<file path="config.mk">
export PLATFORM = sky130hd
export DESIGN_NAME = apb_uart_tx
export DESIGN_NICKNAME = d
export VERILOG_FILES = /design/src/rtl/apb_uart_tx_pkg.sv /design/src/rtl/apb_uart_baud.sv /design/src/rtl/apb_uart_tx.sv
export SDC_FILE = /design/constraint.sdc
export NUM_CORES = 1
export LEC_CHECK = 0
export ABC_AREA = 1
export CAP_MARGIN = 10
export CORE_ASPECT_RATIO = 0.6
export CORE_MARGIN = 4
export CORE_UTILIZATION = 30
export CTS_CLUSTER_SIZE = 8
export DETAILED_ROUTE_END_ITERATION = 16
export DONT_BUFFER_PORTS = 1
export PLACE_DENSITY = 0.48
export SETUP_SLACK_MARGIN = 0.05
export SYNTH_ARGS = -nofsm -noshare
export SYNTH_HDL_FRONTEND = slang
export SYNTH_SLANG_ARGS = --single-unit
export TNS_END_PERCENT = 10
</file>
<file path="constraint.sdc">
create_clock -name clk -period 1.7 [get_ports clk]
set_input_delay 0 -clock clk [delete_from_list [all_inputs] [get_ports clk]]
set_output_delay 0 -clock clk [all_outputs]
set_load 0.01 [all_outputs]
</file>
<file path="src/rtl/apb_uart_tx_pkg.sv">
// apb_uart_tx_pkg
//   Shared definitions for the APB UART transmitter (and its RX counterpart):
//   FSM state encoding, line levels of the start/stop bits and the default
//   frame parameters.
//   No ports.
package apb_uart_tx_pkg;

    typedef enum logic [1:0] {
        ST_IDLE  = 2'd0,
        ST_START = 2'd1,
        ST_DATA  = 2'd2,
        ST_STOP  = 2'd3
    } uart_state_e;

    localparam logic START_BIT     = 1'b0;
    localparam logic STOP_BIT      = 1'b1;
    localparam int   DEF_CLK_DIV   = 16;
    localparam int   DEF_DATA_BITS = 8;

endpackage

</file>
<file path="src/rtl/apb_uart_baud.sv">
// apb_uart_baud
//   Baud counter shared by the UART TX and RX datapaths. Counts 0..CLK_DIV-1
//   while run is high and flags the last clock of each serial bit.
//   Ports:
//     clk      in   system clock, rising edge
//     rst      in   asynchronous active-high reset
//     clear    in   synchronous restart of the count at 0 (has priority over run)
//     run      in   count enable; the count is held at 0 while low
//     bit_tick out  high on the last clock of a bit period (count == CLK_DIV-1)
//     count    out  current count value
module apb_uart_baud
    import apb_uart_tx_pkg::*;
#(
    parameter  int CLK_DIV = DEF_CLK_DIV,
    localparam int CW      = $clog2(CLK_DIV)
) (
    input  logic          clk,
    input  logic          rst,
    input  logic          clear,
    input  logic          run,
    output logic          bit_tick,
    output logic [CW-1:0] count
);

    localparam logic [CW-1:0] LAST = CW'(CLK_DIV - 1);

    logic [CW-1:0] cnt_r;

    // Bit-period counter: wraps at each bit boundary, parked at 0 when not running.
    always_ff @(posedge clk or posedge rst) begin
        if (rst) begin
            cnt_r <= {CW{1'b0}};
        end else if (clear) begin
            cnt_r <= {CW{1'b0}};
        end else if (run) begin
            if (cnt_r == LAST) begin
                cnt_r <= {CW{1'b0}};
            end else begin
                cnt_r <= cnt_r + CW'(1);
            end
        end else begin
            cnt_r <= {CW{1'b0}};
        end
    end

    assign bit_tick = run & (cnt_r == LAST);
    assign count    = cnt_r;

endmodule

</file>
<file path="src/rtl/apb_uart_tx.sv">
// apb_uart_tx
//   UART transmitter. Each accepted APB write is sent as one frame:
//   start bit (0), DATA_BITS data bits LSB first, one stop bit (1).
//   The sampling edge of an accepted write is the first edge of the frame,
//   so a frame occupies exactly (DATA_BITS+2)*CLK_DIV clocks after it.
//   Ports:
//     clk      in   system clock, rising edge
//     rst      in   asynchronous active-high reset
//     sel      in   APB peripheral select
//     tx_en    in   transmitter enable
//     wr       in   write strobe (load request)
//     wdata    in   word to send; only wdata[DATA_BITS-1:0] is used
//     tx_out   out  registered serial line, idles at 1
//     tx_busy  out  high while a frame is in flight
//     tx_done  out  one-clock pulse on the final clock of the stop bit
module apb_uart_tx
    import apb_uart_tx_pkg::*;
#(
    parameter int CLK_DIV   = DEF_CLK_DIV,
    parameter int DATA_BITS = DEF_DATA_BITS
) (
    input  logic        clk,
    input  logic        rst,
    input  logic        sel,
    input  logic        tx_en,
    input  logic        wr,
    input  logic [31:0] wdata,
    output logic        tx_out,
    output logic        tx_busy,
    output logic        tx_done
);

    localparam int CW = $clog2(CLK_DIV);
    localparam int BW = $clog2(DATA_BITS + 1);
    localparam logic [BW-1:0] LAST_BIT = BW'(DATA_BITS - 1);
    localparam logic [CW-1:0] PRE_LAST = CW'(CLK_DIV - 2);

    uart_state_e          state_r, state_s;
    logic [DATA_BITS-1:0] shift_r, shift_s;
    logic [BW-1:0]        bit_cnt_r, bit_cnt_s;
    logic                 tx_out_s, tx_busy_s, tx_done_s;
    logic                 accept_s;
    logic                 bit_tick_s;
    logic [CW-1:0]        baud_cnt_s;
    logic                 unused_s;

    // Upper write-data bits are intentionally never transmitted.
    assign unused_s = ^wdata[31:DATA_BITS];

    apb_uart_baud #(
        .CLK_DIV (CLK_DIV)
    ) u_baud (
        .clk      (clk),
        .rst      (rst),
        .clear    (accept_s),
        .run      (state_r != ST_IDLE),
        .bit_tick (bit_tick_s),
        .count    (baud_cnt_s)
    );

    // Next-state, shift/bit-count updates and next values of the output registers.
    always_comb begin
        accept_s  = sel & tx_en & wr & (state_r == ST_IDLE);
        state_s   = state_r;
        shift_s   = shift_r;
        bit_cnt_s = bit_cnt_r;
        tx_done_s = 1'b0;
        case (state_r)
            ST_IDLE: begin
                if (accept_s) begin
                    state_s = ST_START;
                    shift_s = wdata[DATA_BITS-1:0];
                end else begin
                    state_s = ST_IDLE;
                end
            end
            ST_START: begin
                if (bit_tick_s) begin
                    state_s   = ST_DATA;
                    bit_cnt_s = {BW{1'b0}};
                end else begin
                    state_s = ST_START;
                end
            end
            ST_DATA: begin
                if (bit_tick_s) begin
                    shift_s = {1'b0, shift_r[DATA_BITS-1:1]};
                    if (bit_cnt_r == LAST_BIT) begin
                        state_s   = ST_STOP;
                        bit_cnt_s = {BW{1'b0}};
                    end else begin
                        bit_cnt_s = bit_cnt_r + BW'(1);
                    end
                end else begin
                    state_s = ST_DATA;
                end
            end
            ST_STOP: begin
                if (bit_tick_s) begin
                    state_s = ST_IDLE;
                end else begin
                    state_s = ST_STOP;
                end
                // Registered pulse: raise it one clock early so it lands on the last stop clock.
                tx_done_s = (baud_cnt_s == PRE_LAST);
            end
            default: begin
                state_s = ST_IDLE;
            end
        endcase

        // Line level follows the state being entered, giving a registered tx_out with no extra lag.
        case (state_s)
            ST_START: tx_out_s = START_BIT;
            ST_DATA:  tx_out_s = shift_s[0];
            ST_STOP:  tx_out_s = STOP_BIT;
            default:  tx_out_s = STOP_BIT;
        endcase
        tx_busy_s = (state_s != ST_IDLE);
    end

    // State, datapath and output registers.
    always_ff @(posedge clk or posedge rst) begin
        if (rst) begin
            state_r   <= ST_IDLE;
            shift_r   <= {DATA_BITS{1'b0}};
            bit_cnt_r <= {BW{1'b0}};
            tx_out    <= STOP_BIT;
            tx_busy   <= 1'b0;
            tx_done   <= 1'b0;
        end else begin
            state_r   <= state_s;
            shift_r   <= shift_s;
            bit_cnt_r <= bit_cnt_s;
            tx_out    <= tx_out_s;
            tx_busy   <= tx_busy_s;
            tx_done   <= tx_done_s;
        end
    end

endmodule

</file>
# Word-level counts from Yosys, hierarchy flattened

Cells that the tools add are included.

$add $sub $neg: 2
Eq/ne operators: 11
Muxes and demuxes: 18
Bitwise operators: 4
Reduce and logical (&&, ||, !) cells: 7

Operator list:

| cell                                           | count |
|---|---|
| two-way mux 4 bit                              | 6 |
| two-way mux 8 bit                              | 2 |
| one-hot mux 8 bit (2 select lines)             | 1 |
| adder 4 x 1 -> 4 bit (second input constant)   | 2 |
| == test 4 bit (second input constant)          | 2 |
| two-way mux 2 bit                              | 4 |
| one-hot mux 2 bit (4 select lines)             | 1 |
| one-hot mux 4 bit (2 select lines)             | 1 |
| nonzero test 2 bit                             | 4 |
| == test 2 bit (second input constant)          | 3 |
| != test 2 bit (second input constant)          | 3 |
| AND reduction 3 bit                            | 2 |
| bitwise AND 1 bit                              | 4 |
| == test 2 x 1 -> 1 bit (second input constant) | 2 |
| == test 4 x 3 -> 1 bit (second input constant) | 1 |
| zero test 2 bit                                | 1 |
| two-way mux 1 bit                              | 2 |
| one-hot mux 1 bit (2 select lines)             | 1 |

Bits in registers: 21
Bits of input ports: 37
Logic and storage cells: 50

# Logic depth before layout (Yosys ltp)

Depth after elaboration: 7
Mapped depth: 9

# Cells and area by module

A second synthesis with hierarchy kept.

Cells, all modules: 129
Area, all modules: 1,087.3 µm²

By module, submodules not included:

| module        | times used | cells each | area each (µm²) | seq. area each (µm²) |
|---|---|---|---|---|
| apb_uart_tx   | 1          | 103        | 883.3           | 426.7 |
| apb_uart_baud | 1          | 26         | 203.9           | 100.1 |

# Worst setup path after synthesis

Ideal clock, no wire load.

Path type: register -> register
Start: register u_baud.cnt_r[0], in the netlist u_baud.count[0]
End: register shift_r[1]
Data arrival time: 1,147 ps
Data required time: 1,570 ps
Slack: 423 ps
Stages on the path, launching flop included: 7
Path buffers: 0
Clock period less this slack: 1,277 ps
Cell sequence: dfrtp_1 > ha_1 > nand3_2 > nor2_4 > inv_2 > nand2_1 > o211ai_1

Word-level cells in the longest chain between the ends: 4

Ends and longest elaborated chain:

| element                              | line                | source |
|---|---|---|
| from (decl)                          | apb_uart_baud.sv:27 | `logic [CW-1:0] cnt_r;` |
| from (signal assigned)               | apb_uart_baud.sv:32 | `cnt_r <= {CW{1'b0}};` |
| from (signal assigned)               | apb_uart_baud.sv:34 | `cnt_r <= {CW{1'b0}};` |
| from (signal assigned)               | apb_uart_baud.sv:37 | `cnt_r <= {CW{1'b0}};` |
| == test 4 bit                        | apb_uart_baud.sv:46 | `assign bit_tick = run & (cnt_r == LAST);` |
| bitwise AND 1 bit                    | apb_uart_baud.sv:46 |  |
| != test 2 bit (no source line)       | n/a                 |  |
| AND reduction 3 bit (no source line) | n/a                 |  |
| to (signal assigned)                 | apb_uart_tx.sv:126  | `shift_r <= {DATA_BITS{1'b0}};` |
| to (signal assigned)                 | apb_uart_tx.sv:133  | `shift_r <= shift_s;` |
| to (decl)                            | apb_uart_tx.sv:39   | `logic [DATA_BITS-1:0] shift_r, shift_s;` |

Every way passes these cells.
A chain may end at the register's enable or synchronous reset.

# Final worst setup path

Start: register u_baud.cnt_r[0], in the netlist u_baud.count[0]
End: register shift_r[3]

The elaborated chain is that of the path after synthesis.

==> metrics <==
setup TNS=0 ps; post-route setup slack=208 ps; Starting DRT DRC Count=between 40 and 50; CTS Sinks=21; sw frac=20.8%; P_leak=0.650 nW; I/O Pins=40; worst min-delay path class=input pin to flop; Pwr Density=648 nW/um2; share of layout cells above drive strength 1=approximately a fifth; top cell type by total area after synthesis=dfrtp_1; Final period util=87.8%; crit end category=flop; Distinct cells, synth=23; via count=a little over 800; worst hold stages=4; final instance area=around 1300 um2; Slew Viols, Final=0; clock latency at the later pin of the worst-skew pair=260 ps; CTS max path bufs=2; final hold vios=0; Finish-stage setup viols=0; # DRC=0; largest net degree at the start of global routing=22; Reg2Reg Depth=6; grt ovf=0; fmax=670 MHz; Final HPWL DP=1.70 mm; die width=86.7 um; sequential fraction of design power=58.4%; switching pwr=0.178 mW; Hold Crit Endpoint=shift_r[7]$_DFFE_PP0P_; max-cap viol count=0; RSZ-0062 raised after global routing=no; commonest non-fill, non-tap cell in the layout=nand2_1; startpoint types=flop; final cell count without fillers=183; CP max FO=8; combinational cell fraction of total power=3.5%; placed cell area=1170 um2; Mapped Area=1110 um2; headroom to the max-slew limit=46.1%; clock-pin slew on the worst setup and hold paths=80 ps; Worst Tran Pin Value=808 ps; Crit Path Category=flop to flop; CORE AREA=around 3400 um2; fin nets=179; Pint=0.678 mW; DR pass1 iterations=6; Initial Utilization=32.7%; sequential cell area fraction in the yosys report=47.3%; pre-CTS setup slack=140 ps; Yosys top cell area share=between 40 and 50%; Mapped Cells=roughly 120; FF-to-FF End=shift_r[3]$_DFFE_PP0P_; chip height=between 50 and 60 um; Clock Skew=4.09 ps; first-pass GRT wire length=3.81 mm; Synth Register Bits=21; Row Count=16; Post-Syn Nets=163; top cells by area, synth=dfrtp_1 (45%), nand2_1 (10%), inv_1 (5.1%); CP Data Required Time=1830 ps; R2R Setup Slk=210 ps; CTS tree=built; final design utilization=about two fifths; worst vdd ir=0.283 mV; die area=about 4800 um2; crit path DAT=1620 ps; Clock Root Buffer=clkbuf_8; Avg Vias per Cell=~4.4; gpl congestion=around 0.7; WL final=2.30 mm; Syn Area/Cell=9.05 um2; Antenna Cells=0; placed cell count=168; CTS Buf Count=3; H-tree levels=1; Area Growth Syn to Fin=18.7%; number of global-route vias before repair=roughly 800; synth warn=0; hold path startpoint=tx_en; antenna violations before repair=0; wire length per cell=12.6 um; post-route ant nets=0; Final min period=1490 ps; IO buf count=0; most frequent cells in the layout=nand2_1 (30), dfrtp_1 (20), inv_1 (15); Clk pwr share=38.0%; Total GRT Usage=10.7%; status=finished clean; RR Startpoint=u_baud.count[0]$_DFF_PP0_
metal layers:
| layer | track usage (%) | routed length [um] |
|---|---|---|
| met1 | 16.1 | 1200 |
| met2 | 14.0 | 989 |
| met3 | 4.14 | 108 |
| met4 | 2.07 | 8 |
| met5 | 0 | 0 |
power by group through the flow:
stage                     Sequential [mW]  Combinational (mW)  Clock, mW
after floorplan                     0.510              0.0104          0
after global placement              0.510              0.0140          0
after detailed placement            0.510              0.0144          0
after CTS                           0.500              0.0309      0.341
after global routing                0.500              0.0340      0.366
final                               0.500              0.0301      0.326
synthesized netlist by cell type:
library cell   n
nand2_4        4
ha_1           3
nor2_1         4
inv_2          6
nand2_2        2
o21ai_0        4
nor2_4         2
a21oi_1        5
o31ai_2        1
inv_1         15
xor2_1         1
nor3_1         1
nor2_2         1
o211ai_1       6
nand3_4        1
nand3_2        2
dfstp_2        1
nand3_1       10
nor3b_1        1
dfrtp_1       20
o21ai_1        1
nor2_8         2
nand2_1       30
worst max-delay path by stage:
stage,from,to,slack [ps],cells past startpoint
2_1_floorplan,u_baud.count[0]$_DFF_PP0_,shift_r[1]$_DFFE_PP0P_,420,6
3_3_place_gp,u_baud.count[0]$_DFF_PP0_,shift_r[5]$_DFFE_PP0P_,170,6
3_5_place_dp,u_baud.count[0]$_DFF_PP0_,shift_r[3]$_DFFE_PP0P_,140,6
4_1_cts,u_baud.count[0]$_DFF_PP0_,shift_r[3]$_DFFE_PP0P_,130,6
5_1_grt,u_baud.count[0]$_DFF_PP0_,shift_r[3]$_DFFE_PP0P_,100,6
6_report,u_baud.count[0]$_DFF_PP0_,shift_r[3]$_DFFE_PP0P_,210,6
cell families after synthesis:
logic type	after synthesis	share of synthesized area [%]
AO/OA/AOI/OAI	17	9.66
XOR/XNOR	1	0.787
adder cells (fa/ha/maj)	3	3.37
buffers and inverters	21	7.08
flip-flops	21	47.3
AND/OR/NAND/NOR	60	31.8
area by class of cell:
class	instances	area, um2
Clock buffer	3	41.3
Tap cell	45	56.3
Timing Repair Buffer	11	105
Inverter	21	78.8
Sequential cell	21	527
Fill cell	357	2080
Clock inverter	1	5.00
Multi-Input combinational cell	81	508
critical path, stage by stage (launching register included):
cell,delay (ps)
dfrtp_1,400
ha_1,240
nand3_2,150
nor2_4,180
inv_2,100
nand2_1,170
o211ai_1,120
state kept, by name, indices dropped and copies added, names as in the netlist:
name and cells:
bit_cnt_r 4, tx_done 1, shift_r 8, tx_busy 1, tx_out 1, state_r 2, u_baud.count 4
timing repair:
item	in CTS	in global routing
gates resized for setup	0	0
endpoints found under the setup margin	0	3
endpoints found under the hold margin	28	0
hold buffers	9	0
setup buffers	0	2
through the flow:
stage	hold slack [ps]	total power, mW
2_1_floorplan	-24.2	0.520
3_3_place_gp	88.2	0.524
3_5_place_dp	104	0.524
4_1_cts	174	0.872
5_1_grt	193	0.900
6_report	178	0.856
Power figures use the tool's default switching activity.
